## config.mk

```make
export PLATFORM = sky130hd
export DESIGN_NAME = comp_out_packer_flat
export DESIGN_NICKNAME = d
export VERILOG_FILES = /design/src/rtl/zpaq_pkg.sv /design/src/rtl/comp_out_packer_if.sv /design/src/rtl/comp_out_packer.sv /design/src/flat_wrapper.sv
export SDC_FILE = /design/constraint.sdc
export NUM_CORES = 1
export LEC_CHECK = 0
export CAP_MARGIN = 30
export CORE_MARGIN = 5
export CORE_UTILIZATION = 30
export DETAILED_ROUTE_END_ITERATION = 10
export GPL_TIMING_DRIVEN = 0
export SETUP_SLACK_MARGIN = 0.05
export SKIP_CTS_REPAIR_TIMING = 1
export SYNTH_ARGS = -nofsm -noshare
export SYNTH_HDL_FRONTEND = slang
export SYNTH_SLANG_ARGS = --single-unit
```

## constraint.sdc

```tcl
create_clock -name clk -period 6.2 [get_ports clk]
set_input_delay 0.93 -clock clk [delete_from_list [all_inputs] [get_ports clk]]
set_output_delay 0.93 -clock clk [all_outputs]
set_load 0.01 [all_outputs]
```

## src/rtl/zpaq_pkg.sv

```systemverilog
// Shared types for the compressor output path: packer FSM states and AXIS keep constants.
package zpaq_pkg;

    typedef enum logic [1:0] {
        S_Idle,
        S_Run,
        S_FlushPart,
        S_Trailer
    } packer_state_t;

    localparam int unsigned KEEP_W = 8;
    localparam logic [KEEP_W-1:0] TKEEP_ALL = '1;

endpackage

```

## src/rtl/comp_out_packer_if.sv

```systemverilog
// Byte-in / AXI4-Stream-out bundle for the packer. The master modport is the packer's view
// (byte consumer, word producer); slave is the surrounding environment.
interface comp_out_packer_if #(
    parameter int unsigned IN_DW  = 8,
    parameter int unsigned OUT_DW = 64
);
    logic [IN_DW-1:0]    ByteIn;
    logic                ByteInValid;
    logic                ByteInReady;
    logic [OUT_DW-1:0]   m_tdata;
    logic [OUT_DW/8-1:0] m_tkeep;
    logic                m_tlast;
    logic                m_tvalid;
    logic                m_tready;

    modport master (
        input  ByteIn, ByteInValid, m_tready,
        output ByteInReady, m_tdata, m_tkeep, m_tlast, m_tvalid
    );

    modport slave (
        output ByteIn, ByteInValid, m_tready,
        input  ByteInReady, m_tdata, m_tkeep, m_tlast, m_tvalid
    );
endinterface

```

## src/rtl/comp_out_packer.sv

```systemverilog
// Packs compressor output bytes little-endian into AXIS words; on flush emits the partial
// word (reduced tkeep) and a tlast trailer carrying the total byte count.
module comp_out_packer
    import zpaq_pkg::*;
#(
    parameter int unsigned IN_DW  = 8,
    parameter int unsigned OUT_DW = 64,
    parameter int unsigned CNT_W  = 32
) (
    input  logic               clk,
    input  logic               rst,
    input  logic               start,
    input  logic               flush,
    comp_out_packer_if.master  bus,
    output logic [CNT_W-1:0]   TotalBytes,
    output logic               FlushDone
);

    localparam int unsigned LANES  = OUT_DW / IN_DW;
    localparam int unsigned LANE_W = $clog2(LANES);
    localparam int unsigned KW     = OUT_DW / 8;
    localparam logic [LANE_W-1:0] LANE_LAST = LANE_W'(LANES - 1);

    packer_state_t state_q, state_d;

    logic [LANE_W-1:0] lane_q, lane_d;
    logic [OUT_DW-1:0] acc_q, acc_d;
    logic [CNT_W-1:0]  cnt_q, cnt_d;
    logic [OUT_DW-1:0] tdata_q, tdata_d;
    logic [KW-1:0]     tkeep_q, tkeep_d;
    logic              tlast_q, tlast_d;
    logic              tvalid_q, tvalid_d;
    logic              trl_ld_q, trl_ld_d;

    logic              out_free;
    logic              byte_rdy;
    logic              accept;
    logic              lane_last;
    logic [LANE_W-1:0] lane_adv;
    logic [OUT_DW-1:0] acc_nxt;

    function automatic logic [KW-1:0] part_keep(input logic [LANE_W-1:0] n);
        logic [KW-1:0] k;
        k = '0;
        for (int i = 0; i < int'(KW); i++) begin
            k[i] = (i < int'(n));
        end
        return k;
    endfunction

    // Output register can take a new word when empty or draining this cycle.
    assign out_free  = ~tvalid_q | bus.m_tready;
    assign lane_last = (lane_q == LANE_LAST);
    assign byte_rdy  = (state_q == S_Run) & (~lane_last | out_free);
    assign accept    = byte_rdy & bus.ByteInValid;
    assign lane_adv  = accept ? (lane_last ? '0 : lane_q + LANE_W'(1)) : lane_q;

    always_comb begin
        acc_nxt = acc_q;
        if (accept) begin
            acc_nxt[IN_DW*int'(lane_q) +: IN_DW] = bus.ByteIn;
        end
    end

    // State register
    always_ff @(posedge clk or posedge rst) begin
        if (rst) begin
            state_q <= S_Idle;
        end else begin
            state_q <= state_d;
        end
    end

    // Next-state logic
    always_comb begin
        state_d = state_q;
        unique case (state_q)
            S_Idle:      if (start) state_d = S_Run;
            S_Run:       if (flush) state_d = (lane_adv != '0) ? S_FlushPart : S_Trailer;
            S_FlushPart: if (out_free) state_d = S_Trailer;
            S_Trailer:   if (trl_ld_q && FlushDone) state_d = S_Idle;
            default:     state_d = S_Idle;
        endcase
    end

    // Datapath next-state; the partial word goes out in the flush cycle when the register is free.
    always_comb begin
        lane_d   = lane_q;
        acc_d    = acc_q;
        cnt_d    = cnt_q;
        trl_ld_d = trl_ld_q;
        tdata_d  = tdata_q;
        tkeep_d  = tkeep_q;
        tlast_d  = tlast_q;
        tvalid_d = tvalid_q & ~bus.m_tready;
        unique case (state_q)
            S_Idle: begin
                if (start) begin
                    lane_d = '0;
                    acc_d  = '0;
                    cnt_d  = '0;
                end
            end
            S_Run: begin
                lane_d = lane_adv;
                acc_d  = acc_nxt;
                if (accept) cnt_d = cnt_q + CNT_W'(1);
                if (accept && lane_last) begin
                    tdata_d  = acc_nxt;
                    tkeep_d  = TKEEP_ALL;
                    tlast_d  = 1'b0;
                    tvalid_d = 1'b1;
                    acc_d    = '0;
                end else if (flush && (lane_adv != '0) && out_free) begin
                    tdata_d  = acc_nxt;
                    tkeep_d  = part_keep(lane_adv);
                    tlast_d  = 1'b0;
                    tvalid_d = 1'b1;
                    lane_d   = '0;
                    acc_d    = '0;
                end
            end
            S_FlushPart: begin
                if (out_free) begin
                    tvalid_d = 1'b1;
                    if (lane_q != '0) begin
                        tdata_d = acc_q;
                        tkeep_d = part_keep(lane_q);
                        tlast_d = 1'b0;
                        lane_d  = '0;
                        acc_d   = '0;
                    end else begin
                        tdata_d              = '0;
                        tdata_d[CNT_W-1:0]   = cnt_q;
                        tkeep_d              = TKEEP_ALL;
                        tlast_d              = 1'b1;
                        trl_ld_d             = 1'b1;
                    end
                end
            end
            S_Trailer: begin
                if (!trl_ld_q) begin
                    if (out_free) begin
                        tdata_d            = '0;
                        tdata_d[CNT_W-1:0] = cnt_q;
                        tkeep_d            = TKEEP_ALL;
                        tlast_d            = 1'b1;
                        tvalid_d           = 1'b1;
                        trl_ld_d           = 1'b1;
                    end
                end else if (FlushDone) begin
                    trl_ld_d = 1'b0;
                end
            end
            default: ;
        endcase
    end

    always_ff @(posedge clk or posedge rst) begin
        if (rst) begin
            lane_q   <= '0;
            acc_q    <= '0;
            cnt_q    <= '0;
            tdata_q  <= '0;
            tkeep_q  <= '0;
            tlast_q  <= 1'b0;
            tvalid_q <= 1'b0;
            trl_ld_q <= 1'b0;
        end else begin
            lane_q   <= lane_d;
            acc_q    <= acc_d;
            cnt_q    <= cnt_d;
            tdata_q  <= tdata_d;
            tkeep_q  <= tkeep_d;
            tlast_q  <= tlast_d;
            tvalid_q <= tvalid_d;
            trl_ld_q <= trl_ld_d;
        end
    end

    // Outputs
    always_comb begin
        bus.ByteInReady = byte_rdy;
        bus.m_tdata     = tdata_q;
        bus.m_tkeep     = tkeep_q;
        bus.m_tlast     = tlast_q;
        bus.m_tvalid    = tvalid_q;
        TotalBytes      = cnt_q;
        FlushDone       = tvalid_q & bus.m_tready & tlast_q;
    end

endmodule

```

## src/flat_wrapper.sv

```systemverilog
// flat-port wrapper written by rule: the top's interface ports become plain ports
module comp_out_packer_flat import zpaq_pkg::*;
#(
    parameter int unsigned IN_DW  = 8,
    parameter int unsigned OUT_DW = 64,
    parameter int unsigned CNT_W  = 32
)
  (clk, rst, start, flush, TotalBytes, FlushDone, bus_ByteIn, bus_ByteInValid, bus_m_tready, bus_ByteInReady, bus_m_tdata, bus_m_tkeep, bus_m_tlast, bus_m_tvalid);
  comp_out_packer_if #(.IN_DW(IN_DW), .OUT_DW(OUT_DW)) bus_i ();
  input  logic clk;
  input  logic rst;
  input  logic start;
  input  logic flush;
  output logic [CNT_W-1:0] TotalBytes;
  output logic FlushDone;
  input wire logic [$bits(bus_i.ByteIn)-1:0] bus_ByteIn;
  input wire logic [$bits(bus_i.ByteInValid)-1:0] bus_ByteInValid;
  input wire logic [$bits(bus_i.m_tready)-1:0] bus_m_tready;
  output wire logic [$bits(bus_i.ByteInReady)-1:0] bus_ByteInReady;
  output wire logic [$bits(bus_i.m_tdata)-1:0] bus_m_tdata;
  output wire logic [$bits(bus_i.m_tkeep)-1:0] bus_m_tkeep;
  output wire logic [$bits(bus_i.m_tlast)-1:0] bus_m_tlast;
  output wire logic [$bits(bus_i.m_tvalid)-1:0] bus_m_tvalid;
  assign bus_i.ByteIn = bus_ByteIn;
  assign bus_i.ByteInValid = bus_ByteInValid;
  assign bus_i.m_tready = bus_m_tready;
  assign bus_ByteInReady = bus_i.ByteInReady;
  assign bus_m_tdata = bus_i.m_tdata;
  assign bus_m_tkeep = bus_i.m_tkeep;
  assign bus_m_tlast = bus_i.m_tlast;
  assign bus_m_tvalid = bus_i.m_tvalid;
  comp_out_packer #(.IN_DW(IN_DW), .OUT_DW(OUT_DW), .CNT_W(CNT_W)) u_core (.clk(clk), .rst(rst), .start(start), .flush(flush), .bus(bus_i), .TotalBytes(TotalBytes), .FlushDone(FlushDone));
endmodule
```

==> results of run 1 <==
==> critical path, delay by kind of cell (launching register included) <==
family | cells | cell delay [ns]
DFF | 1 | 0.46
adders and majority gates | 2 | 0.40
AOI/OAI and AO/OA | 1 | 0.66
buffers and inverters | 5 | 1.25
and+or+nand+nor | 3 | 0.89
muxes | 1 | 0.18
==> flip-flops by register name, indices dropped and copies added, names as in the netlist <==
signal               count
u_core.bus.m_tkeep       8
u_core.TotalBytes       32
u_core.acc_q            64
u_core.bus.m_tlast       1
u_core.lane_q            3
u_core.state_q           2
u_core.trl_ld_q          1
u_core.bus.m_tdata      64
u_core.bus.m_tvalid      1
==> area by class of cell <==
type	count	share of cell area (%)
clock buffers	19	3.92
multi-input cells	556	37.6
plain buffers	49	2.16
flip-flops and latches	176	39.0
well taps	390	4.32
repair buffers	121	10.8
clock inverters	11	1.10
inverters	32	1.13
==> per-layer routing <==
layer	wire, um	GRT usage, %	vias up
li1	-	-	3422
met1	13300	24.4	3751
met2	13600	26.9	275
met3	1610	3.23	35
met4	480	4.71	0
met5	0	0	-
==> power groups by stage <==
stage,combinational (W),sequential [W],clock (W)
CTS,0.00185,0.00130,0.00109
global route,0.00199,0.00131,0.00113
floorplan,0.00121,0.00133,0
finish,0.00185,0.00130,0.00107
global placement,0.00183,0.00132,0
detailed placement,0.00185,0.00132,0
==> synthesized netlist by cell type, types with 8 or more instances <==
cell       number
clkbuf_1       23
nand3_1        15
mux2i_1        21
nor3_1         12
buf_1           8
xor2_1          9
o2bb2ai_1      10
buf_2          12
a31oi_1        10
mux2_2         55
a21oi_1        27
a22o_1         56
nand4_1        24
inv_1          31
ha_1           13
dfrtp_1       176
o21ai_0        26
and2_1         18
nand2_1        44
a32o_1         32
nor2_1         45
a221o_1        19
a222oi_1       16
==> final timing paths <==
check | start | to | slack [ns] | cells after the start
worst max-delay path | u_core.lane_q[0]$_DFFE_PP0P_ | u_core.bus.m_tdata[7]$_DFFE_PP0P_ | 2.20 | 12
worst min-delay path | u_core.acc_q[59]$_DFFE_PP0P_ | u_core.acc_q[59]$_DFFE_PP0P_ | 0.50 | 1
worst max register to register | u_core.lane_q[0]$_DFFE_PP0P_ | u_core.bus.m_tdata[7]$_DFFE_PP0P_ | 2.20 | 12
worst min register to register | u_core.acc_q[59]$_DFFE_PP0P_ | u_core.acc_q[59]$_DFFE_PP0P_ | 0.50 | 1
max in group asynchronous | rst | u_core.bus.m_tdata[61]$_DFFE_PP0P_ | 4.34 | 3
min in group asynchronous | rst | u_core.TotalBytes[3]$_DFFE_PP0P_ | 1.00 | 2
==> stage by stage <==
stage,util (%),instance area [um^2],instances
floorplan,-,9020,813
global route,38.1,11300,1354
finish,38.1,11300,1354
global placement,36.1,10700,1321
detailed placement,36.2,10700,1324
CTS,38.1,11300,1354
==> cells by family (layout without fill, tap and decap cells) <==
group	count (synthesis)	after routing	share of synthesized area (%)
multiplexers	76	76	9.19
buffers and inverters	81	232	4.04
AND/OR/NAND/NOR	218	218	13.5
adder cells (fa/ha/maj)	13	13	1.80
AO/OA/AOI/OAI	239	239	21.7
flip-flops	176	176	48.8
XOR/XNOR	10	10	0.971
==> results.py, run 1 <==
metrics = {
    "outcome": {
        "status": "finished clean",
    },
    "worst_setup_path": {
        "timing.critical_path.fanout_max": 10,
        "cell_occurring_most_often_along_the_worst_timing_path": "clkbuf_1",
        "worst-setup-path-type": "flip-flop to flip-flop",
        "critical_path_required_ns": 6.48,
        "end_kind": "flip-flop",
        "critPathArrivalTime_ns": 4.28,
        "worstSetupStartpointType": "flip-flop",
        "slowest_stage": "nor2_1",
        "worstPathCellList": "clkbuf_1 -> inv_1 -> ha_1 -> ha_1 -> clkbuf_1 -> nor2b_1 -> clkbuf_1 -> nor2_1 -> nor2b_1 -> clkbuf_1 -> a222oi_1 -> mux2i_1",
        "critical_path.max_stage_delay_ns": 0.70,
    },
    "global_routing": {
        "grt_start_max_net_pins": 90,
        "grt_first_pass_wirelength_mm": 45.4,
        "number_of_antenna_violations_at_the_first_check_in_global_routing": 0,
        "globalRouteOverflowTotal": 0,
        "first_global_vias": 7613,
        "globalRouteTotalUtil_pct": 17.2,
    },
    "power": {
        "power.leakage_nw": 4.75,
        "switching_power_w": 0.00177,
        "power-per-cell-area_mw_per_mm2": 374,
        "combinationalPowerShare_pct": 43.9,
        "clock_power_share_pct": 25.4,
        "pwr-share-seq_pct": 30.7,
        "total_power_w": 0.00422,
        "p_int_w": 0.00245,
        "max-vdd-ir-drop_uv": 194,
        "switching_power_as_a_share_of_total_power_pct": 42.0,
    },
    "synthesis": {
        "postSynthCellCount": 813,
        "mappedNetlistArea_mm2": 0.00902,
        "synth_enable_flop_cells": 0,
        "synth.ff_latch_count": 176,
        "synth_seq_area_share_pct": 48.8,
        "synth_largest_area_cell": "dfrtp_1",
        "ys_async_sr_fraction_pct": 100,
        "synthesis.nets": 840,
        "synthesis_warning_total": 0,
        "netlist-cell-type-count": 69,
        "synth_largest_type_area_fraction_pct": 48.8,
        "synth_top_cells_by_area": "dfrtp_1 (49%), mux2_2 (6.9%), a22o_1 (5.4%), a32o_1 (3.6%), mux2i_1 (2.3%)",
        "synthesis.area_per_instance_um2": 11.1,
        "yosys_most_used_dff": "dfrtp_1",
    },
    "drt": {
        "drt-pass1-iter-count": 6,
        "via_per_inst": 5.53,
        "detailedRoute.firstIterationViolations": 691,
        "detail_route.wl_per_cell_um": 21.4,
        "dr_total_vias": 7483,
        "ant_nets": 0,
        "wl_mm": 28.9,
        "post-route-drc-count": 0,
    },
    "floorplanning": {
        "boundaryPins": 122,
        "die_area_mm2": 0.0336,
        "core.rowCount": 63,
        "floorplan.die.width_um": 183,
        "fp.coreArea_mm2": 0.0296,
        "overall_die_height_um": 183,
        "initial_core_util_pct": 30.4,
    },
    "placement": {
        "io_buffers": 118,
        "place.detailed.hpwl_mm": 21.2,
        "detailedPlace.worstSlack_ns": 2.32,
        "place.gp.congestion": 0.882,
    },
    "final_layout": {
        "num-fill-cells": 3024,
        "drive_gt1_share_pct": 13.1,
        "multi_input_comb_area_mm2": 0.00425,
        "num-nets-final": 980,
        "antenna-diode-count": 0,
        "most_used_cells_in_the_layout_excluding_fill_and_tap_cells": "dfrtp_1 (176), clkdlybuf4s50_1 (118), a22o_1 (56)",
        "area_growth_syn_to_layout_pct": 25.3,
        "layout_commonest_cell": "dfrtp_1",
        "ff_latch_area_mm2": 0.00440,
    },
    "timing": {
        "worst_slew_margin_rel_pct": 43.5,
        "finalHoldViolations": 0,
        "grt_setup_unrepaired": "false",
        "worst_pin_slew_ns": 0.844,
        "setup_viols_final": 0,
        "final_critical_path_setup_slack_ns": 2.20,
        "timing.setup.tns_ns": 0,
        "post-route-period-util_pct": 64.5,
        "fin_hold_ws_ns": 0.496,
        "post-route-min-period_ns": 4.00,
        "max_slew_violation_count": 0,
        "fmaxAchievable_mhz": 250,
        "finalClockSkew_ns": 0.0177,
    },
    "clock_tree": {
        "cts.path.max_buffers": 2,
        "cts_sinks": 176,
        "cts_buf_count": 17,
        "worstSkewPairLatency_ns": 0.44,
        "clock-root-buffer": "clkbuf_16",
        "cts.htree.levels": 4,
        "register_clock_pin_slew_on_the_reported_worst_setup_and_hold_paths_ns": 0.07,
        "cts_tree": "yes",
    },
    "job": {
        "maxCapViolations": 0,
    },
    "worst_hold_path": {
        "hold_path.class": "flip-flop to flip-flop",
    },
}
Power figures use the tool's default switching activity.
==> run 2: changes to the inputs <==
- clock period: 6.2 -> 4 ns (I/O delays scaled with it)
==> run 2 against run 1 <==
Global-route usage hardly changed. Critical endpoint is now u_core.acc_q[21]$_DFFE_PP0P_. Clock power is 54% higher. Clock skew is 0.0042 ns lower. First-iteration DRC count is 8.2% lower. Highest routed layer unchanged.
==> results.py, run 2 (synthesized netlist as in run 1, its figures left out) <==
metrics = {
    "outcome": {
        "status": "finished clean",
    },
    "drt": {
        "wl_mm": 29.2,
        "dr_total_vias": 7568,
        "detail_route.wl_per_cell_um": 21.5,
        "via_per_inst": 5.57,
        "post-route-drc-count": 0,
        "drt-pass1-iter-count": 5,
        "detailedRoute.firstIterationViolations": 634,
        "ant_nets": 0,
    },
    "worst_setup_path": {
        "critical_path_launch_point": "u_core.lane_q[0]$_DFFE_PP0P_",
        "critical_path.reg2reg.startpoint": "u_core.lane_q[0]$_DFFE_PP0P_",
        "end_kind": "flip-flop",
        "critical_path_required_ns": 4.32,
        "worstSetupStartpointType": "flip-flop",
        "timing.critical_path.fanout_max": 10,
        "critPathArrivalTime_ns": 4.18,
        "worst-setup-path-type": "flip-flop to flip-flop",
    },
    "clock_tree": {
        "cts_buf_count": 17,
        "register_clock_pin_slew_on_the_reported_worst_setup_and_hold_paths_ns": 0.07,
        "cts.path.max_buffers": 2,
        "cts.htree.levels": 4,
        "cts_tree": "yes",
        "clock-root-buffer": "clkbuf_16",
        "cts_sinks": 176,
        "worstSkewPairLatency_ns": 0.44,
    },
    "placement": {
        "detailedPlace.worstSlack_ns": 0.157,
        "place.detailed.hpwl_mm": 21.4,
        "place.gp.congestion": 0.897,
        "io_buffers": 118,
    },
    "timing": {
        "finalHoldViolations": 0,
        "fmaxAchievable_mhz": 259,
        "post-route-min-period_ns": 3.87,
        "final_critical_path_setup_slack_ns": 0.134,
        "grt_setup_unrepaired": "true",
        "timing.setup.tns_ns": 0,
        "worst_pin_slew_ns": 0.876,
        "finalClockSkew_ns": 0.0135,
        "setup_viols_final": 0,
        "worst_slew_margin_rel_pct": 41.2,
        "post-route-period-util_pct": 96.7,
        "fin_hold_ws_ns": 0.491,
        "max_slew_violation_count": 0,
    },
    "job": {
        "maxCapViolations": 0,
    },
    "final_layout": {
        "layout_commonest_cell": "dfrtp_1",
        "num-nets-final": 984,
        "finished_core_util_pct": 38.4,
        "antenna-diode-count": 0,
        "drive_gt1_share_pct": 13.5,
        "most_used_cells_in_the_layout_excluding_fill_and_tap_cells": "dfrtp_1 (176), clkdlybuf4s50_1 (118), a22o_1 (56)",
        "area_growth_syn_to_layout_pct": 26.1,
    },
    "global_routing": {
        "globalRouteOverflowTotal": 0,
        "first_global_vias": 7542,
        "grt_first_pass_wirelength_mm": 45.4,
        "number_of_antenna_violations_at_the_first_check_in_global_routing": 0,
        "grt_start_max_net_pins": 40,
        "globalRouteTotalUtil_pct": 17.2,
    },
    "worst_hold_path": {
        "hold_path.class": "flip-flop to flip-flop",
        "hold_path.startpoint": "u_core.acc_q[14]$_DFFE_PP0P_",
    },
    "floorplanning": {
        "fp.coreArea_mm2": 0.0296,
        "die_area_mm2": 0.0336,
        "core.rowCount": 63,
        "overall_die_height_um": 183,
        "floorplan.die.width_um": 183,
        "initial_core_util_pct": 30.4,
        "boundaryPins": 122,
    },
    "power": {
        "total_power_w": 0.00659,
        "power.leakage_nw": 4.77,
        "max-vdd-ir-drop_uv": 246,
        "power-per-cell-area_mw_per_mm2": 579,
    },
}
==> run 2: power breakdown <==
| group | switching (W) | total (W) | internal [W] |
|---|---|---|---|
| clock network | 0.000773 | 0.00165 | 0.000874 |
| registers | 0.000113 | 0.00202 | 0.00190 |
| logic | 0.00191 | 0.00293 | 0.00102 |
==> run 2: worst paths after layout <==
| kind | to | slack [ns] | cells past startpoint |
|---|---|---|---|
| worst max-delay path | u_core.acc_q[21]$_DFFE_PP0P_ | 0.13 | 11 |
| max in group asynchronous | u_core.bus.m_tdata[53]$_DFFE_PP0P_ | 2.60 | 4 |
| worst min register to register | u_core.acc_q[14]$_DFFE_PP0P_ | 0.49 | 1 |
| min in group asynchronous | u_core.TotalBytes[0]$_DFFE_PP0P_ | 0.59 | 2 |
| worst max register to register | u_core.acc_q[21]$_DFFE_PP0P_ | 0.13 | 11 |
| worst min-delay path | u_core.acc_q[14]$_DFFE_PP0P_ | 0.49 | 1 |
==> run 2: area by class of cell <==
type                            count  area, um^2
Buffer                             49         244
Fill cell                        2947       18300
Sequential cell                   176        4400
Tap cell                          390         488
Timing Repair Buffer              125        1290
Clock buffer                       19         433
Inverter                           32         124
Multi-Input combinational cell    556        4270
Clock inverter                     12         129
==> run 2: worst max-delay path, cell delays in order, from the launching register on <==
cell,delay [ns]
dfrtp_1,0.50
clkbuf_1,0.38
inv_1,0.15
ha_1,0.29
ha_1,0.19
clkbuf_1,0.25
a21o_1,0.25
a211o_1,0.22
buf_2,0.20
nor4_4,0.65
a21oi_1,0.33
a22o_1,0.32
==> run 2: routing by layer <==
metal	vias to the layer above	track usage [%]	wire length (um)
met2	325	26.9	13600
met5	-	0	0
met4	0	3.99	455
li1	3441	-	-
met3	38	3.38	1890
met1	3764	24.6	13300
==> run 2: through the flow <==
step / area, um^2 / instances
2_1_floorplan: 9030 / 813
5_1_grt: 11400 / 1359
3_5_place_dp: 10800 / 1328
6_report: 11400 / 1359
4_1_cts: 11400 / 1359
3_3_place_gp: 10700 / 1321
==> run 3: changes to the inputs <==
- CTS_CLUSTER_DIAMETER: default -> 30
==> results of run 3 <==
The final DEF is identical to that of run 2; final timing and power are the same.
